--- src/rtl/seg7_dynamic_to_static.sv ---
// Converts a scanned (multiplexed) 7-segment drive into per-digit static outputs,
// with optional stale-digit blanking and PWM brightness control.
module seg7_dynamic_to_static #(
    parameter int w_digit        = 4,
    parameter int seg_active_low = 1,
    parameter int dp_active_low  = 0,
    parameter int stale_cycles   = 0,
    parameter int w_pwm          = 4
) (
    input  logic                   clk,
    input  logic                   rst_n,
    input  logic                   mode_direct,
    input  logic [w_pwm-1:0]       brightness,
    input  logic [7:0]             abcdefgh,
    input  logic [w_digit-1:0]     digit,
    output logic [7*w_digit-1:0]   hex,
    output logic [w_digit-1:0]     dp
);
    localparam logic SEG_INV = (seg_active_low != 0);
    localparam logic DP_INV  = (dp_active_low != 0);

    logic [7:0]           w_pattern;
    logic [7:0]           r_store     [w_digit];
    logic [7:0]           w_store_nxt [w_digit];
    logic [w_digit-1:0]   r_valid;
    logic [w_digit-1:0]   w_valid_nxt;
    logic [w_digit-1:0]   w_stale;
    logic [w_pwm-1:0]     r_pwm_cnt;
    logic                 w_enable;
    logic [7*w_digit-1:0] r_hex;
    logic [7*w_digit-1:0] w_hex_nxt;
    logic [w_digit-1:0]   r_dp;
    logic [w_digit-1:0]   w_dp_nxt;

    // Reverse a..dp into g..a in bits [6:0], dp in bit 7.
    always_comb begin
        for (int j = 0; j < 8; j++) w_pattern[j] = abcdefgh[7-j];
    end

    always_comb begin
        for (int i = 0; i < w_digit; i++) begin
            // NOTE: every combinational output gets a default before any branch, so no latch is inferred.
            w_store_nxt[i] = r_store[i];
            w_valid_nxt[i] = r_valid[i];
            if (digit[i]) begin
                w_store_nxt[i] = w_pattern;
                w_valid_nxt[i] = 1'b1;
            end else if (mode_direct || w_stale[i]) begin
                w_store_nxt[i] = '0;
                w_valid_nxt[i] = 1'b0;
            end
        end
    end

    generate
        if (stale_cycles > 0) begin : g_stale
            localparam int            CW    = $clog2(stale_cycles + 1);
            localparam logic [CW-1:0] LIMIT = CW'(stale_cycles);

            logic [CW-1:0] r_cnt     [w_digit];
            logic [CW-1:0] w_cnt_nxt [w_digit];

            // Saturating idle counter; the digit is dropped on the edge the count reaches LIMIT.
            always_comb begin
                for (int i = 0; i < w_digit; i++) begin
                    if (digit[i])
                        w_cnt_nxt[i] = '0;
                    else if (r_cnt[i] == LIMIT)
                        w_cnt_nxt[i] = r_cnt[i];
                    else
                        w_cnt_nxt[i] = r_cnt[i] + CW'(1);
                    w_stale[i] = !digit[i] && (w_cnt_nxt[i] == LIMIT);
                end
            end

            always_ff @(posedge clk or negedge rst_n) begin
                if (!rst_n) begin
                    for (int i = 0; i < w_digit; i++) r_cnt[i] <= '0;
                end else begin
                    for (int i = 0; i < w_digit; i++) r_cnt[i] <= w_cnt_nxt[i];
                end
            end
        end else begin : g_no_stale
            assign w_stale = '0;
        end
    endgenerate

    assign w_enable = (&brightness) || (r_pwm_cnt < brightness);

    // Outputs are built from the next-state store so the display lags the inputs by one clock.
    always_comb begin
        w_hex_nxt = {(7*w_digit){SEG_INV}};
        w_dp_nxt  = {w_digit{DP_INV}};
        for (int i = 0; i < w_digit; i++) begin
            if (w_valid_nxt[i] && w_enable) begin
                w_hex_nxt[7*i +: 7] = w_store_nxt[i][6:0] ^ {7{SEG_INV}};
                w_dp_nxt[i]         = w_store_nxt[i][7] ^ DP_INV;
            end
        end
    end

    // NOTE: the store array is small and must be cleared on reset, so it is a reset register file, not a RAM.
    always_ff @(posedge clk or negedge rst_n) begin
        if (!rst_n) begin
            for (int i = 0; i < w_digit; i++) r_store[i] <= '0;
            r_valid   <= '0;
            r_pwm_cnt <= '0;
            r_hex     <= {(7*w_digit){SEG_INV}};
            r_dp      <= {w_digit{DP_INV}};
        end else begin
            // NOTE: sequential state uses non-blocking assignments so every register samples pre-edge values.
            for (int i = 0; i < w_digit; i++) r_store[i] <= w_store_nxt[i];
            r_valid   <= w_valid_nxt;
            r_pwm_cnt <= r_pwm_cnt + w_pwm'(1);
            r_hex     <= w_hex_nxt;
            r_dp      <= w_dp_nxt;
        end
    end

    assign hex = r_hex;
    assign dp  = r_dp;
endmodule
--- config.mk ---
export PLATFORM = sky130hd
export DESIGN_NAME = seg7_dynamic_to_static
export DESIGN_NICKNAME = d
export VERILOG_FILES = /design/src/rtl/seg7_dynamic_to_static.sv
export SDC_FILE = /design/constraint.sdc
export NUM_CORES = 1
export LEC_CHECK = 0
export BUFFER_PORTS_ARGS = -buffer_cell sky130_fd_sc_hd__buf_4
export CAP_MARGIN = 20
export CORE_MARGIN = 4
export CORE_UTILIZATION = 59
export CTS_BUF_LIST = sky130_fd_sc_hd__clkbuf_8
export DETAILED_ROUTE_END_ITERATION = 12
export HOLD_SLACK_MARGIN = 0.08
export PLACE_DENSITY = 0.95
export SETUP_SLACK_MARGIN = 0.02
export SLEW_MARGIN = 20
export SYNTH_ARGS = -nofsm -noshare
export SYNTH_HDL_FRONTEND = slang
export SYNTH_SLANG_ARGS = --single-unit
export TNS_END_PERCENT = 30
--- constraint.sdc ---
create_clock -name clk -period 3.8 [get_ports clk]
set_input_delay 0.57 -clock clk [delete_from_list [all_inputs] [get_ports clk]]
set_output_delay 0.57 -clock clk [all_outputs]
set_load 0.005 [all_outputs]
Word-level counts from Yosys, hierarchy flattened
Cells that the tools add are included.
{"block": "op_classes", "n_addsub": 1, "n_lt_le_gt_ge": 1, "muxes": 24, "bitwise_logic": 4, "n_reduce_logical": 6}
{"operator": "$mux W8", "count": 8}
{"operator": "$mux W7", "count": 4}
{"operator": "$not A7 Y7", "count": 4}
{"operator": "$mux W1", "count": 12}
{"operator": "$add A4 B1 Y4 const B", "count": 1}
{"operator": "$logic_and A1 B1 Y1", "count": 4}
{"operator": "$lt A4 B4 Y1", "count": 1}
{"operator": "$reduce_and A4 Y1", "count": 1}
{"operator": "$logic_or A1 B1 Y1", "count": 1}
{"block": "word_totals", "ff_bits": 72, "inputBits": 19, "output_inout_bits": 32}

Depth between registers and ports, before layout
Gate-level depths: netlist (run 1).
{"block": "logic_depth", "depth_word": 4, "ltp_mapped": 6, "depth_no_buf": 5}

Worst setup path before layout (run 1)
OpenSTA, ideal clock, no wires.
{"block": "synth_path", "kind": "input port to flip-flop", "from": "in brightness[3]", "to": "reg r_dp[2], in the netlist dp[2]", "t_arrival_ns": 1.558, "required_ns": 3.680, "path_slack_ns": 2.122, "cell_stages": 6, "path_buffers": 1, "path_cell_list": "inv_1 > ha_1 > o211ai_1 > o21a_2 > buf_6 > o211a_1"}
{"block": "synth_between", "elab_chain_cells": 4, "elab_cells_between_ends": 5, "cone_classes": "1 x order compare; 1 x mux; 3 x reduce/logical"}
{"item": "start: declaration", "line": "13", "source": "input logic [w_pwm-1:0] brightness,"}
{"item": "$lt A4 B4 Y1 or $reduce_and A4 Y1 (tied branches)", "line": "88", "source": "assign w_enable = (&brightness) || (r_pwm_cnt < brightness);"}
{"item": "$logic_or A1 B1 Y1 (*)", "line": "88"}
{"item": "$logic_and A1 B1 Y1 (*)", "line": "95", "source": "if (w_valid_nxt[i] && w_enable) begin"}
{"item": "$mux W1 (*)", "line": "95"}
{"item": "via w_dp_nxt[2]", "line": "33", "source": "logic [w_digit-1:0] w_dp_nxt;"}
{"item": "end signal: assignment", "line": "109", "source": "r_dp <= {w_digit{DP_INV}};"}
{"item": "end signal: assignment", "line": "116", "source": "r_dp <= w_dp_nxt;"}
{"item": "end: declaration", "line": "32", "source": "logic [w_digit-1:0] r_dp;"}
Mark *: on every way through the listed nets, which the timed path passes. The rest lies on a longest branch.

Final worst setup path (run 1)
{"block": "layout_path", "from": "in brightness[3]", "to": "reg r_hex[9], in the netlist hex[9]"}
{"block": "layout_between", "elab_chain_cells": 4, "elab_cells_between_ends": 5, "cone_classes": "1 x order compare; 1 x mux; 3 x reduce/logical"}
{"item": "$lt A4 B4 Y1 or $reduce_and A4 Y1 (tied branches)", "line": "88"}
{"item": "$logic_or A1 B1 Y1 (*)", "line": "88"}
{"item": "$logic_and A1 B1 Y1 (*)", "line": "95"}
{"item": "$mux W7 (*)", "line": "95"}
{"item": "via w_hex_nxt[9]", "line": "31", "source": "logic [7*w_digit-1:0] w_hex_nxt;"}
{"item": "end signal: assignment", "line": "108", "source": "r_hex <= {(7*w_digit){SEG_INV}};"}
{"item": "end signal: assignment", "line": "115", "source": "r_hex <= w_hex_nxt;"}
{"item": "end: declaration", "line": "30", "source": "logic [7*w_digit-1:0] r_hex;"}
Marked as above.

==> metrics.md, run 1 <==
| Metric | Value |
|---|---|
| Status | finished, final reports clean |
| I/O pin total | 51 |
| Remaining Overflow, GRT | 0 |
| Mapped Nets | 208 |
| Pwr Total | 1.600 mW |
| CP cell instances | buf_4 > inv_1 > ha_1 > a21oi_1 > o21a_2 > o211ai_1 |
| CP max stage delay | 0.58 ns |
| Critical Path AT | 2.02 ns |
| Post-Syn Area per Cell | 14.62 sq um |
| Power per cell area | 491.9 nW/um^2 |
| Resized cells post-CTS | 0 |
| Worst skew pair latency | 0.34 ns |
| CTS Hold Bufs | 0 |
| Die width | 75.71 um |
| Total number of vias | 1705 |
| Die height | 75.71 um |
| Worst setup EP type | flip-flop |
| Routed vias/inst | 5.900 |
| Post-layout instance area | 3252 sq um |
| First-pass DRT Iterations | 4 |
| Least-Margin Pin Slew | 0.8483 ns |
| PnR worst setup slack | 2.014 ns |
| Pleak | 1.496 nW |
| Initial DRC Count | 170 |
| Max-cap violations | 0 |
| Vias in the first global route | 1740 |
| TritonCTS clock tree | done |
| R2r setup slk | 2.02 ns |
| Crit Path Class | in2reg |
| Worst Path Required | 4.03 ns |
| Layout cells sized above 1 | 0.4177 |
| Core area | 4384 sq um |
| Antenna violations before repair | 0 |
| CTS Sinks | 72 |
| Place WS | 1.759 ns |
| # diodes | 0 |
| Post-route minimum period | 1.786 ns |
| CTS root buf | clkbuf_8 |
| Final TNS setup | 0 ns |
| R2R Path End | hex[9]$_DFF_PN1_ |
| Global Route Usage Sum | 0.2212 |
| Row count | 24 |
| Maximum root-to-sink buffer count | 2 |
| Final setup fails | 0 |
| Total CTS buffers | 9 |
| DRC errors left | 0 |
| Post-CTS Setup Bufs | 0 |
| DP Area | 3038 sq um |
| Die area | 5732 sq um |
| Final hold violation count | 0 |
| RSZ-0062 raised after global routing | false |
| Critical path's slowest cell | o21a_2 |
| Worst R2R Path Depth | 4 |
| Seq/Total Area, Yosys | 0.6790 |
| Routed wire length | 5.397 mm |
| Yosys warns | 0 |
| Netlist cell types | 25 |
| R2r startpoint | r_pwm_cnt[3]$_DFF_PN0_ |
| Largest net degree at the start of global routing | 73 |
| Syn Inst Count | 185 |
| Mapped Area | 2705 sq um |
| NumNets Final | 255 |
| Hold WS | 0.3257 ns |
| Htree depth | 3 |
| Initial core utilization | 0.6170 |
| Reg clk slew, reported paths | 0.07 ns |
| Antenna-violating nets left | 0 |
| Peak supply drop | 0.3916 mV |
| Final Skew | 0.004077 ns |
| Crit path from | brightness[3] |
| #FFs+latches synth | 72 |
| Max Slew Vio Count | 0 |
| Crit share post-route | 0.4699 |
| Area growth syn-to-layout | 20.21% |
| Startpoint types | input pin |
| Headroom to the max-slew limit | 0.4345 |
| WL/cell | 18.67 um |
| Achievable Freq | 560.1 MHz |
| First-pass GRT wire length | 8.866 mm |
| Crit Path Max Fanout | 32 |
| GPL Wtd Cong | 0.7521 |
| Final HPWL DP | 3.363 mm |
| Port-buffer cells | 50 |
| HP Class | in2async |
cell families after synthesis:
| family | after synthesis | share of synthesized area |
|---|---|---|
| fa+ha+maj | 4 | 0.01850 |
| flops | 72 | 0.6790 |
| simple gates | 16 | 0.03978 |
| buf+inv | 20 | 0.04671 |
| compound gates | 71 | 0.2095 |
| xor+xnor | 2 | 0.006477 |
registers in the layout (all words and copies together), names as in the netlist:
register	cells
r_store	32
hex	28
dp	4
r_pwm_cnt	4
r_valid	4
where the power goes:
part / total (mW) / internal [mW] / switching, mW
Combinational: 0.163 / 0.0755 / 0.0870
Sequential: 0.848 / 0.833 / 0.0154
Clock: 0.589 / 0.332 / 0.257
worst max-delay path, delay by kind of cell:
kind | cells | cell delay, ns
AOI/OAI and AO/OA | 3 | 0.97
adders and majority gates | 1 | 0.26
buffers and inverters | 2 | 0.22
Yosys cell counts:
library cell / instances / area, sq um
dfrtp_1: 44 / 1101
o211ai_1: 29 / 217.7
a22o_1: 28 / 245.2
dfstp_2: 28 / 735.7
buf_2: 9 / 45.04
inv_1: 5 / 18.77
nand2_1: 5 / 18.77
a21o_1: 4 / 30.03
ha_1: 4 / 50.05
nand2b_1: 4 / 25.02
o211a_1: 4 / 40.04
buf_6: 3 / 33.78
o21ai_1: 3 / 15.01
buf_4: 2 / 15.01
nor2_2: 2 / 12.51
nor2_4: 2 / 22.52
a21oi_1: 1 / 5.000
clkbuf_8: 1 / 13.76
nand3_1: 1 / 5.000
nor3_4: 1 / 16.27
nor3b_1: 1 / 7.510
o21a_2: 1 / 8.760
o21ai_0: 1 / 5.000
xnor2_1: 1 / 8.760
xor2_1: 1 / 8.760
worst max path at each step:
stage / end / slack, ns / depth (start not counted)
after floorplan: dp[2]$_DFF_PN0_ / 2.12 / 6
after global placement: hex[11]$_DFF_PN1_ / 1.84 / 6
after detailed placement: hex[26]$_DFF_PN1_ / 1.76 / 6
after CTS: hex[9]$_DFF_PN1_ / 2.01 / 4
after global routing: hex[24]$_DFF_PN1_ / 1.92 / 4
final: hex[9]$_DFF_PN1_ / 2.01 / 6
metal layers:
metal | wire length (um) | vias up | part of all wire | global-route usage
met4 | 50 | 0 | 0.0093 | 0.06990
met1 | 2197 | 863 | 0.41 | 0.2852
li1 | - | 780 | - | -
met5 | 0 | - | 0 | 0
met2 | 2828 | 54 | 0.52 | 0.3413
met3 | 321 | 8 | 0.059 | 0.09631
layout make-up:
type / instances / area, sq um
Clock inverter: 5 / 47.55
Clock buffer: 11 / 151.4
Fill cell: 279 / 1132
Multi-Input combinational cell: 93 / 742.0
Inverter: 5 / 18.77
Sequential cell: 72 / 1837
Tap cell: 52 / 65.06
Timing Repair Buffer: 51 / 390.4
cell usage in the layout (no fill, tap or decap), types with 2 or more instances in the layout:
cell      count
ha_1          4
nand2_1       5
clkinv_2      2
nor2_2        2
o211a_1       4
dfrtp_1      44
o21ai_1       3
clkbuf_8     11
dfstp_2      28
a21o_1        4
buf_4        50
inv_1         7
nor2_4        2
nand2b_1      4
o211ai_1     29
a22o_1       28
metrics by stage:
stage / utilization / std cells
finish: 0.7417 / 289
global route: 0.7417 / 289
CTS: 0.7383 / 288
detailed placement: 0.6929 / 272
global placement: 0.6929 / 272
floorplan: - / 185
No activity file was read; power rests on OpenSTA's default activity.
==> run 2, diff against run 1 <==
Settings changed: CORE_UTILIZATION 59 to 51, PLACE_DENSITY 0.95 to 0.88.
Clock period 3.8 ns to 1.6 ns, I/O delays scaled along.
==> run 2 against run 1 <==
Non-clock buffer count increased by 6. Utilization is 7.6 points lower. Sequential power increased by 140%. Via count grew 6.3%. Clock power rose to 3.0 times the previous value. Critical endpoint is now dp[0]$_DFF_PN0_. Critical path depth down 1. First-iteration DRC count decreased by 25%. Power rose to 2.6 times the previous value. Flip-flop and latch count is the same. Combinational power rose to 2.5 times the previous value. Global-route usage decreased by 2.8 points.
==> metrics.md, run 2 (synthesis results as in run 1) <==
| Metric | Value |
|---|---|
| Status | finished, final reports clean |
| I/O pin total | 51 (unchanged) |
| Most flops, register | r_store |
| WL/cell | 19.07 um (+2.1%) |
| Largest net degree at the start of global routing | 47 (-36%) |
| Total CTS buffers | 9 (unchanged) |
| Global Route Usage Sum | 0.1935 (-0.02776) |
| Register area | 1837 sq um (unchanged) |
| Final hold violation count | 0 (unchanged) |
| Total number of vias | 1813 (+6.3%) |
| Final HPWL DP | 3.517 mm (+4.6%) |
| Reg clk slew, reported paths | 0.07 ns (about the same) |
| Die area | 6533 sq um (+14%) |
| Die height | 80.83 um (+6.8%) |
| Routed vias/inst | 5.756 (-2.4%) |
| Crit Path Max Fanout | 16 (-50%) |
| DRC errors left | 0 (unchanged) |
| Vias in the first global route | 1757 (+0.98%) |
| Max Slew Vio Count | 0 (unchanged) |
| CTS Sinks | 72 (unchanged) |
| # diodes | 0 (unchanged) |
| Largest register FFs | 32 (unchanged) |
| Post-layout instance area | 3421 sq um (+5.2%) |
| Comb power frac | 0.097 (-0.005) |
| Critical path's slowest cell | dfrtp_1 |
| Sw Ratio | 0.2162 (-0.008568) |
| Least-Margin Pin Slew | 0.4143 ns (-0.4340 ns) |
| Startpoint types | flip-flop |
| Initial DRC Count | 127 (-25%) |
| Remaining Overflow, GRT | 0 (unchanged) |
| Die width | 80.83 um (+6.8%) |
| CP max stage delay | 0.42 ns (-0.16 ns) |
| Post-route minimum period | 1.586 ns |
| First-pass DRT Iterations | 4 (unchanged) |
| Clock power frac | 0.422 (+0.054) |
| Headroom to the max-slew limit | 0.7226 (+0.2882) |
| Antenna violations before repair | 0 (unchanged) |
| Final Skew | 0.006365 ns (+0.002287 ns) |
| Routed wire length | 6.007 mm (+11%) |
| Achievable Freq | 630.5 MHz |
| CTS root buf | clkbuf_8 |
| Final setup fails | 0 (unchanged) |
| Layout fillers | 400 (+43%) |
| Worst Path Required | 1.83 ns (-2.20 ns) |
| Port-buffer cells | 50 (unchanged) |
| Pleak | 1.551 nW (+3.7%) |
| Internal | 3.286 mW (+160%) |
| Commonest non-fill, non-tap cell in the layout | buf_4 |
| Crit share post-route | 0.9913 |
| TritonCTS clock tree | done |
| Area growth syn-to-layout | 26.46% |
| Row count | 26 (+8.3%) |
| Peak supply drop | 0.5518 mV (+41%) |
| Worst setup EP type | flip-flop |
| Sequential share of power | 0.480 (-0.050) |
| Critical Path AT | 1.81 ns (-0.21 ns) |
| Layout cells sized above 1 | 0.4490 (+0.03126) |
| Multi-input logic area | 780.7 sq um (+5.2%) |
| Maximum root-to-sink buffer count | 2 (unchanged) |
| P_sw | 906.4 uW (+150%) |
| Core area | 5140 sq um (+17%) |
| Htree depth | 3 (unchanged) |
| GPL Wtd Cong | 0.7973 (+6.0%) |
| First-pass GRT wire length | 9.135 mm (+3.0%) |
| NumNets Final | 263 (+3.1%) |
| Crit Path Class | reg2reg |
| Pwr Total | 4.192 mW (+160%) |
| Most frequent cells in the layout | buf_4, dfrtp_1, o211ai_1 |
| Power per cell area | 1226 nW/um^2 (+150%) |
| Worst skew pair latency | 0.34 ns (about the same) |
| HP Class | in2reg |
| Initial core utilization | 0.5263 (-0.09072) |
| Max-cap violations | 0 (unchanged) |
| Antenna-violating nets left | 0 (unchanged) |
| DP Area | 3103 sq um (+2.1%) |
| CP cell instances | ha_1 > o211ai_1 > buf_4 > o21a_4 > o211a_1 |
==> run 2: changes by cell type in the layout (fill, tap and decap cells not counted) <==
cell           previous run  this run
inv_1                     7         5
buf_4                    50        55
o21a_4                    0         2
a21oi_2                   0         1
buf_8                     1         0
bufinv_16                 1         3
nor3b_2                   0         1
dlygate4sd3_1             0         1
clkinvlp_4                0         1
nor3b_1                   1         0
a21oi_1                   1         0
clkinv_2                  2         1
buf_12                    0         1
==> run 2: cell type report <==
class / instances / share of cell area
well taps: 70 / 0.02560
clock inverters: 5 / 0.02999
flip-flops and latches: 72 / 0.5369
multi-input cells: 95 / 0.2282
clock buffers: 11 / 0.04426
repair buffers: 57 / 0.1295
inverters: 5 / 0.005486
==> run 2: critical path, delay by kind of cell, from the launching register on <==
family / cells / cell delay, ns
compound gates: 3 / 0.58
flops: 1 / 0.42
fa+ha+maj: 1 / 0.30
buf+inv: 1 / 0.16
==> run 2: path summary, 6_finish.rpt <==
path                                             start                      to  slack, ns  depth (start not counted)
min in group asynchronous                        rst_n  r_pwm_cnt[1]$_DFF_PN0_       0.35                          2
worst min-delay path                       abcdefgh[1]   r_store[30]$_DFF_PN0_       0.20                          3
worst max register to register  r_pwm_cnt[2]$_DFF_PN0_         dp[0]$_DFF_PN0_       0.01                          5
worst max-delay path            r_pwm_cnt[2]$_DFF_PN0_         dp[0]$_DFF_PN0_       0.01                          5
worst min register to register   r_store[19]$_DFF_PN0_   r_store[19]$_DFF_PN0_       0.50                          1
max in group asynchronous                        rst_n        hex[6]$_DFF_PN1_       0.64                          3
==> run 2: power groups by stage <==
stage	sequential, mW	combinational [mW]	clock [mW]
2_1_floorplan	2.04	0.185	0
3_3_place_gp	2.04	0.384	0
3_5_place_dp	2.04	0.395	0
4_1_cts	2.01	0.402	1.79
5_1_grt	2.02	0.449	1.87
6_report	2.01	0.408	1.77
==> run 2: what timing repair did <==
item,4_1_cts,5_1_grt
setup buffers,0,2
setup endpoints to repair,32,27
hold endpoints to repair,14,0
gates resized for setup,1,3
cloned,0,2
pin swaps,0,2
hold buffers,1,0
==> run 2: per-layer routing <==
layer | global-route usage | wire length [um] | share of wire | vias up
met2 | 0.2742 | 2815 | 0.47 | 73
met3 | 0.05432 | 417 | 0.069 | 16
met5 | 0 | 0 | 0 | -
met4 | 0.1199 | 168 | 0.028 | 0
li1 | - | - | - | 801
met1 | 0.2634 | 2604 | 0.43 | 923
==> run 2: metrics by stage <==
stage	setup WS (ns)	utilization	hold WS, ns	cells	TNS (ns)
after detailed placement	-0.08609	0.6037	0.1831	294	-1.916
final	0.01399	0.6655	0.1995	315	0
after CTS	0.06763	0.6563	0.1927	311	0
after global placement	-0.02481	0.6037	0.1690	294	-0.2907
after floorplan	0.1795	-	-0.05559	185	0
after global routing	-0.01033	0.6655	0.2054	315	-0.01243
